File: config.mk
export PLATFORM = sky130hd
export DESIGN_NAME = demux_dispatch_ctrl
export DESIGN_NICKNAME = d
export VERILOG_FILES = /design/src/rtl/demux_dispatch_ctrl.sv
export SDC_FILE = /design/constraint.sdc
export NUM_CORES = 1
export LEC_CHECK = 0
export ABC_AREA = 1
export CAP_MARGIN = 30
export CORE_AREA = 8 8 62 64
export CTS_CLUSTER_SIZE = 12
export DETAILED_ROUTE_END_ITERATION = 6
export DIE_AREA = 0 0 70 72
export PLACE_DENSITY = 0.76
export SLEW_MARGIN = 25
export SYNTH_ARGS = -nofsm -noshare
export SYNTH_HDL_FRONTEND = slang
export SYNTH_SLANG_ARGS = --single-unit
File: constraint.sdc
create_clock -name clk -period 1.8 [get_ports clk]
set_input_delay 0.36 -clock clk [delete_from_list [all_inputs] [get_ports clk]]
set_output_delay 0.36 -clock clk [all_outputs]
set_load 0.005 [all_outputs]
File: src/rtl/demux_dispatch_ctrl.sv
// One-word skid demux: holds a source word and offers it to one of four sinks,
// chosen round-robin (BURST words per sink) or by address. Optional stall timeout via DEMUX_TIMEOUT_EN.
module demux_dispatch_ctrl #(
  parameter int unsigned WIDTH   = 8,
  parameter int unsigned BURST   = 4,
  parameter int unsigned TIMEOUT = 16
) (
  input  logic             clk,
  input  logic             rst,
  input  logic [WIDTH-1:0] din,
  input  logic             din_valid,
  output logic             din_ready,
  input  logic             mode,
  input  logic [1:0]       addr,
  output logic [WIDTH-1:0] dout,
  output logic [3:0]       y_valid,
  input  logic [3:0]       y_ready,
  output logic [1:0]       sel,
  output logic [7:0]       drop_cnt
);

  if (BURST < 1 || BURST > 255) begin : g_bad_burst
    $error("demux_dispatch_ctrl: BURST out of range 1..255");
  end
  if (TIMEOUT < 1 || TIMEOUT > 255) begin : g_bad_timeout
    $error("demux_dispatch_ctrl: TIMEOUT out of range 1..255");
  end

  typedef enum logic {
    ST_EMPTY = 1'b0,
    ST_FULL  = 1'b1
  } state_e;

  state_e           state_q, state_d;
  logic [WIDTH-1:0] dout_q, dout_d;
  logic [1:0]       sel_q, sel_d;
  logic [1:0]       ptr_q, ptr_d;
  logic [7:0]       burst_cnt_q, burst_cnt_d;
  logic             rr_q, rr_d;
  logic [3:0]       y_valid_q, y_valid_d;
  logic             deliver, drop, release_w, accept;

`ifdef DEMUX_TIMEOUT_EN
  logic [7:0] stall_q, stall_d;
  logic [7:0] drop_cnt_q, drop_cnt_d;
`endif

  // Handshake, burst pointer and next-state logic
  always_comb begin
    deliver = |(y_valid_q & y_ready);
`ifdef DEMUX_TIMEOUT_EN
    drop = (state_q == ST_FULL) && !deliver && (stall_q == 8'(TIMEOUT - 1));
`else
    drop = 1'b0;
`endif
    // A dropped word frees the register exactly like a delivered one
    release_w = deliver | drop;
    din_ready = (state_q == ST_EMPTY) | release_w;
    accept    = din_valid & din_ready;

    state_d     = state_q;
    dout_d      = dout_q;
    sel_d       = sel_q;
    ptr_d       = ptr_q;
    burst_cnt_d = burst_cnt_q;
    rr_d        = rr_q;

    if (release_w && rr_q) begin
      if (burst_cnt_q == 8'(BURST - 1)) begin
        burst_cnt_d = 8'd0;
        ptr_d       = ptr_q + 2'd1;
      end else begin
        burst_cnt_d = burst_cnt_q + 8'd1;
      end
    end

    if (release_w) state_d = ST_EMPTY;

    // ptr_d already reflects a burst completed in this same cycle
    if (accept) begin
      state_d = ST_FULL;
      dout_d  = din;
      sel_d   = mode ? addr : ptr_d;
      rr_d    = ~mode;
    end

    y_valid_d = (state_d == ST_FULL) ? (4'b0001 << sel_d) : 4'b0000;

`ifdef DEMUX_TIMEOUT_EN
    stall_d    = (state_q == ST_FULL && !release_w) ? stall_q + 8'd1 : 8'd0;
    drop_cnt_d = (drop && drop_cnt_q != 8'hFF) ? drop_cnt_q + 8'd1 : drop_cnt_q;
`endif
  end

  always_ff @(posedge clk) begin
    if (rst) begin
      state_q     <= ST_EMPTY;
      dout_q      <= '0;
      sel_q       <= 2'd0;
      ptr_q       <= 2'd0;
      burst_cnt_q <= 8'd0;
      rr_q        <= 1'b0;
      y_valid_q   <= 4'b0000;
`ifdef DEMUX_TIMEOUT_EN
      stall_q     <= 8'd0;
      drop_cnt_q  <= 8'd0;
`endif
    end else begin
      state_q     <= state_d;
      dout_q      <= dout_d;
      sel_q       <= sel_d;
      ptr_q       <= ptr_d;
      burst_cnt_q <= burst_cnt_d;
      rr_q        <= rr_d;
      y_valid_q   <= y_valid_d;
`ifdef DEMUX_TIMEOUT_EN
      stall_q     <= stall_d;
      drop_cnt_q  <= drop_cnt_d;
`endif
    end
  end

  assign dout    = dout_q;
  assign sel     = sel_q;
  assign y_valid = y_valid_q;
`ifdef DEMUX_TIMEOUT_EN
  assign drop_cnt = drop_cnt_q;
`else
  assign drop_cnt = 8'd0;
`endif

endmodule

# [Word-level counts from Yosys, hierarchy flattened]
# Cells that the tools add are included.
[word_totals] input_bits=18 out_inout_bits=23 elab_cells=27 register_bits=26
[op_classes] shift=1 mux=7 add_sub_neg=2 bitwise=6 n_eq_ne=1 n_reduce_logical=3
[op_table] cell="$add A8 B1 Y8 const B" count=1
[op_table] cell="$eq A8 B2 Y1 const B" count=1
[op_table] cell="$mux W2" count=4
[op_table] cell="$mux W8" count=1
[op_table] cell="$and A4 B4 Y4" count=1
[op_table] cell="$reduce_or A4 Y1" count=1
[op_table] cell="$shl A1 B2 Y4 const A" count=1
[op_table] cell="$not A1 Y1" count=3
[op_table] cell="$add A2 B1 Y2 const B" count=1
[op_table] cell="$mux W1" count=2
[op_table] cell="$reduce_or A2 Y1" count=1
[op_table] cell="$and A1 B1 Y1" count=1
[op_table] cell="$logic_and A1 B1 Y1" count=1
[op_table] cell="$or A1 B1 Y1" count=1

# [Depth between registers and ports, before layout]
# Gate-level depths: netlist (run 1).
[depth] depth_word=7 ltp_mapped=11 ltp_nobuf=11

# [Worst setup path after synthesis (run 1)]
# No wires, ideal clock.
[synth_path] path_kind="flip-flop to flip-flop" from="register burst_cnt_q[0]" to="register y_valid_q[1], in the netlist y_valid[1]" synth_period_minus_slack_ns=1.314 t_required_ns=1.683 path_stages_with_launch=11 arrival_ns=1.196 n_path_buf=0 path_slack_ns=0.486 cell_sequence="dfxtp_1 -> ha_1 -> nand2_1 -> nor2_2 -> nand2_2 -> inv_2 -> nand2_2 -> nand2_2 -> nand2_2 -> a21oi_2 -> nor2_1"
[synth_between] elab_chain_len=6
[synth_rtl] item="from (decl)" line_no="38" text="logic [7:0] burst_cnt_q, burst_cnt_d;"
[synth_rtl] item="from (signal assigned)" line_no="113" text="burst_cnt_q <= burst_cnt_d;"
[synth_rtl] item="$eq A8 B2 Y1" line_no="69" text="if (burst_cnt_q == 8'(BURST - 1)) begin"
[synth_rtl] item="$mux W2" line_no="69"
[synth_rtl] item="$mux W2" line_no="68" text="if (release_w && rr_q) begin"
[synth_rtl] item="$mux W2" line_no="83" text="sel_d = mode ? addr : ptr_d;"
[synth_rtl] item="$mux W2" line_no="80" text="if (accept) begin"
[synth_rtl] item="$shl A1 B2 Y4" line_no="87" text="y_valid_d = (state_d == ST_FULL) ? (4'b0001 << sel_d) : 4'b0000;"
[synth_rtl] item="to (signal assigned)" line_no="115" text="y_valid_q <= y_valid_d;"
[synth_rtl] item="to (decl)" line_no="40" text="logic [3:0] y_valid_q, y_valid_d;"
# Every way passes these cells.
# A chain may end at the register's enable or synchronous reset.

# [Final worst setup path (run 1)]
[layout_path] from="input port y_ready[2]" to="output port din_ready"
[layout_between] elab_chain_len=3
[layout_rtl] item="from (decl)" line_no="17" text="input logic [3:0] y_ready,"
[layout_rtl] item="$and A4 B4 Y4" line_no="50" text="deliver = |(y_valid_q & y_ready);"
[layout_rtl] item="$reduce_or A4 Y1" line_no="50"
[layout_rtl] item="$or A1 B1 Y1" line_no="58" text="din_ready = (state_q == ST_EMPTY) | release_w;"
[layout_rtl] item="to (decl)" line_no="12" text="output logic din_ready,"
# Every way passes these cells.

==> impl_results.md, run 1 <==
- Status: finished clean
- RSZ-0062 raised after global routing: no
- Hold path startpoint: dout[7]
- Most frequent cells in the layout: clkdlybuf4s50_1, nor2_1, dfxtp_1
- Via count: 1096
- Cell Rows: 20
- Port Buffers: 32
- Worst Setup SP: y_ready[2]
- Seq/Total Area, Yosys: 0.4262
- Die area: 5040 sq um
- Top cells by area, synth: dfxtp_1, nor2_1, nand2_1, buf_4, nand2_2
- Crit. End Element: output pin
- Crit start category: primary input
- Total Wirelength: 2579 um
- Worst-path clk slew: 0.14 ns
- Slew Limit Fails: 0
- DRC violations left: 0
- Clock tree from TritonCTS: yes
- First-pass GRT wire length: 4395 um
- Power per cell area: 729.8 nW/um^2
- CP arrival: 1.35 ns
- Placed Instance Area: 1598 sq um
- Root buffer cell: clkbuf_4
- Synth cell types: 25
- Post-synthesis cell area: 1221 sq um
- Met3 GRT Util: 0.02729
- Ports: 41
- Pin count of the biggest net entering global routing: 16
- Clk Latency, worst-skew pair: 0.33 ns
- Share of cells above drive strength 1: 0.1845
- Max Clock Freq: 586.3 MHz
- # nets final: 226
- Chip Width: 70 um
- Final setup margin: 0.09447 ns
- Hold buffers post-CTS: 0
- Syn Area/Cell: 7.492 sq um
- Leak Pwr: 0.6901 nW
- Die height: 72 um
- Peak supply drop: 0.0006528 V
- Initial core utilization: 0.4207
- H-Tree Depth: 1
- Final hold vios: 0
- YS warnings: 0
- Fin Setup TNS: 0 ns
- Final GP Congestion: 0.8496
- CP required: 1.44 ns
- Most Crowded Layer GR: met2
- Initial drt markers: 29
- HP Class: reg2reg
- Hpwl dp: 2049 um
- Crit-path max FO: 2
- Reg2reg start: burst_cnt_q[0]
- Commonest non-fill, non-tap cell in the layout: clkdlybuf4s50_1
- R2R cell count: 11
- Final antenna-violating net count: 0
- Vias in the first global route: 1043
- Overall power: 1.209 mW
- Placeable Area: 2903 sq um
- Maximum root-to-sink buffer count: 2
- Initial antenna violation count: 0
- Design area: 1657 sq um
- Final period utilization: 0.9475
- GR met2 Demand/Resource: 0.1756
- Worst slack at placement: -0.1366 ns
- Area leader, netlist: dfxtp_1
- Post-Syn Instances: 163
- Min Clock Period, post-route: 1.706 ns
- Flop2flop setup slack: 0.32 ns
- GRT overflow: 0
- Critical Path End: din_ready
- Antenna cells: 0
- WS Path Type: in2out
- GRT Overall Usage: 0.1045
- CTS sink count: 26
- Post-synth top area share: 0.4262
- Register bit total from synthesis: 26
- CTS buffer count: 3
- Final Skew: 0.005279 ns
- Routed len/inst: 10.79 um
- Final setup vio count: 0
- P&R area growth vs syn: 35.66%
- Met1 Usage GRT: 0.1148
- Worst Hold Path Cells: 2
- Reg2reg end: y_valid[2]
- Drt first pass iters: 4
- WHS: 0.4949 ns
- Vias/cell: 4.586
- MaxCap Viol Count: 0
## worst min-delay path by stage
stage | endpoint | slack (ns)
floorplan | burst_cnt_q[7] | 0.43
global placement | dout[0] | 0.46
detailed placement | dout[0] | 0.47
CTS | dout[7] | 0.50
global route | dout[0] | 0.52
finish | dout[7] | 0.49
## critical path, stage by stage
cell             delay [ns]
clkdlybuf4s50_1        0.40
nand2_1                0.08
nand2_2                0.07
nor2_4                 0.13
nand2_4                0.05
dlygate4sd2_1          0.26
## metal layers
layer  part of all wire  vias up
li1                   -      590
met1               0.45      476
met2               0.47       26
met3              0.047        4
met4              0.026        0
met5                  0        -
## through the flow
step                      utilization  instances
final                          0.5707        239
after global routing           0.5707        239
after CTS                      0.5707        239
after detailed placement       0.5504        234
after global placement         0.5504        234
after floorplan                     -        170
## cells by family after synthesis
| kind of cell | share of synthesized area |
|---|---|
| flops | 0.4262 |
| buf+inv | 0.1107 |
| other cells | 0.003071 |
| compound gates | 0.09323 |
| fa+ha+maj | 0.01024 |
| simple gates | 0.3566 |
## flip-flops by register name (all words and copies together), names as in the netlist
| register | count |
|---|---|
| burst_cnt_q | 8 |
| dout | 8 |
| y_valid | 4 |
| ptr_q | 2 |
| sel | 2 |
| rr_q | 1 |
| state_q | 1 |
## repair_timing
action / CTS / global route
gates resized for setup: 1 / 0
setup endpoints to repair: 1 / 0
buffers inserted: 1 / 0
## final cells by class
type | instances | area (sq um)
inverter | 17 | 63.81
clock inverter | 1 | 30.03
sequential | 26 | 520.5
timing repair buffer | 41 | 386.6
clock buffer | 3 | 22.52
fill | 282 | 1246
tap | 33 | 41.29
multi-input combinational | 118 | 591.8
## power breakdown
part           leakage, nW  switching (mW)  total (mW)  internal [mW]
logic                0.450          0.0830       0.193          0.110
clock network       0.0279           0.175       0.400          0.225
registers            0.212          0.0137       0.616          0.602
total                0.690           0.272        1.21          0.937
## cells in the mapped netlist (all sizes together)
library cell and instances:
a21oi 10, buf 9, conb 1, dfxtp 26, ha 1, inv 17, nand2 34, nand3 9
nand3b 1, nand4 3, nor2 34, nor3 4, nor3b 1, o21ai 12, or2 1
(Power assumes the default switching activity.)
==> run 2: changes to the inputs <==
SKIP_CTS_REPAIR_TIMING = 1   (was default)
==> run 2 against run 1 <==
  * Via count down 0.27%
  * Clock power barely moved
  * Clock skew barely moved
  * Critical path depth unchanged
  * Final cell count unchanged
  * Critical path type unchanged
  * Largest cell class unchanged
  * Largest power group unchanged
==> impl_results.md, run 2 (synthesis results as in run 1) <==
- Status: finished clean
- Worst-path clk slew: 0.14 ns (about the same)
- Placed Instance Area: 1598 sq um (unchanged)
- Initial antenna violation count: 0 (unchanged)
- Clock tree from TritonCTS: yes
- CTS sink count: 26 (unchanged)
- Commonest non-fill, non-tap cell in the layout: clkdlybuf4s50_1
- Antenna cells: 0 (unchanged)
- Final period utilization: 0.8861 (-0.06138)
- Total Wirelength: 2588 um (+0.35%)
- Fin Setup TNS: 0 ns (unchanged)
- GRT Overall Usage: 0.1045 (unchanged)
- Power per cell area: 728.9 nW/um^2 (-0.12%)
- Final GP Congestion: 0.8496 (unchanged)
- Worst path bufs/invs: 2 (unchanged)
- HP Class: reg2reg
- Combinational share of power: 0.160 (about the same)
- Wire length on met3: 120 um (unchanged)
- Hpwl dp: 2049 um (unchanged)
- WHS: 0.4950 ns (+0.00003900 ns)
- First-pass GRT wire length: 4395 um (unchanged)
- Final Skew: 0.005705 ns (+0.0004254 ns)
- Most frequent cells in the layout: clkdlybuf4s50_1, nor2_1, dfxtp_1
- Placeable Area: 2903 sq um (unchanged)
- Clk Latency, worst-skew pair: 0.33 ns (about the same)
- Via count: 1093 (-0.27%)
- DRT met1 WL: 1180 um (+1.1%)
- Port Buffers: 32 (unchanged)
- Slowest cell on crit path: clkdlybuf4s50_1
- CTS buffer count: 3 (unchanged)
- R2R cell count: 11 (unchanged)
- Psw: 0.2720 mW (+0.19%)
- Internal power: 0.9382 mW (about the same)
- Max Clock Freq: 626.9 MHz (+6.9%)
- Root buffer cell: clkbuf_4
- GRT overflow: 0 (unchanged)
- Crit-path leading delay family: buffers and inverters
- Cell Rows: 20 (unchanged)
- Worst Hold Path Cells: 2 (unchanged)
- CP arrival: 1.24 ns (-0.11 ns)
- Vias/cell: 4.573 (-0.27%)
- Peak supply drop: 0.0006539 V (+0.16%)
- Sequential Area: 520.5 sq um (unchanged)
- Initial core utilization: 0.4207 (unchanged)
- Die area: 5040 sq um (unchanged)
- Met2 routed WL: 1219 um (-0.41%)
- Crit start category: primary input
- Sw frac: 0.2248 (about the same)
- Crit-path max FO: 2 (unchanged)
- P&R area growth vs syn: 35.96%
- Clock power frac: 0.331 (about the same)
- Ordered list of cells on the worst path: clkdlybuf4s50_1, nand2_1, nand2_2, nor2_4, nand2_4, dlymetal6s2s_1
- Top sig layer: met4
- Levels on crit path: 6 (unchanged)
- Multi-input logic area: 591.8 sq um (unchanged)
- RSZ-0062 raised after global routing: no
- Final antenna-violating net count: 0 (unchanged)
- Chip Width: 70 um (unchanged)
- Maximum root-to-sink buffer count: 2 (unchanged)
- Vias in the first global route: 1041 (-0.19%)
- Leak Pwr: 0.6950 nW (+0.72%)
- Die height: 72 um (unchanged)
- Min Clock Period, post-route: 1.595 ns (-0.1105 ns)
- H-Tree Depth: 1 (unchanged)
- Routed len/inst: 10.83 um (+0.35%)
- Pin count of the biggest net entering global routing: 16 (unchanged)
- Final Non-Filler Cells: 239 (unchanged)
- Initial drt markers: 29 (unchanged)
- CP required: 1.44 ns (about the same)
- DRC violations left: 0 (unchanged)
- WS Path Type: in2out
- Crit. End Element: output pin
- Ports: 41 (unchanged)
- Final hold vios: 0 (unchanged)
- Worst path max stage delay: 0.40 ns (about the same)
- Share of cells above drive strength 1: 0.1845 (unchanged)
- Drt first pass iters: 4 (unchanged)
- Final setup vio count: 0 (unchanged)
- Slew Limit Fails: 0 (unchanged)
- MaxCap Viol Count: 0 (unchanged)
- Design area: 1660 sq um (+0.23%)
- # nets final: 226 (unchanged)
- Reg power frac: 0.509 (about the same)
- Fillers: 282 (unchanged)
- Placed Cells: 234 (unchanged)
[run 2: cell type report]
class                   count  area share
clock buffers               3     0.01356
clock inverters             1     0.01809
inverters                  17     0.03843
multi-input cells         118      0.3564
flip-flops and latches     26      0.3135
well taps                  33     0.02487
repair buffers             41      0.2351
[run 2: power by group through the flow]
stage	clock network, mW	registers, mW	logic, mW
finish	0.401	0.616	0.194
global route	0.428	0.619	0.217
CTS	0.412	0.616	0.194
detailed placement	0	0.629	0.193
global placement	0	0.628	0.193
floorplan	0	0.630	0.0925
[run 2: tightest hold or removal path, stage by stage (launching register included)]
cell     delay, ns
dfxtp_1       0.33
nor2_1        0.09
nor2_1        0.05
[run 2: layer usage]
| metal | track usage | vias up |
|---|---|---|
| met1 | 0.1148 | 473 |
| met4 | 0.06696 | 0 |
| met2 | 0.1756 | 26 |
| met5 | 0 | - |
| li1 | - | 590 |
| met3 | 0.02729 | 4 |
[run 2: path summary, 6_finish.rpt]
check / from / to / slack (ns)
worst max-delay path: y_ready[2] / din_ready / 0.20
worst max register to register: burst_cnt_q[0] / y_valid[2] / 0.32
worst min register to register: dout[7] / dout[7] / 0.49
worst min-delay path: dout[7] / dout[7] / 0.49
[run 2: per-stage QoR]
step | setup WS (ns) | total power, mW | utilization
after CTS | -0.1410 | 1.223 | 0.5685
after detailed placement | -0.1366 | 0.8223 | 0.5504
after global placement | -0.09880 | 0.8212 | 0.5504
final | 0.2050 | 1.210 | 0.5720
after floorplan | 0.4863 | 0.7228 | -
after global routing | 0.03791 | 1.264 | 0.5720
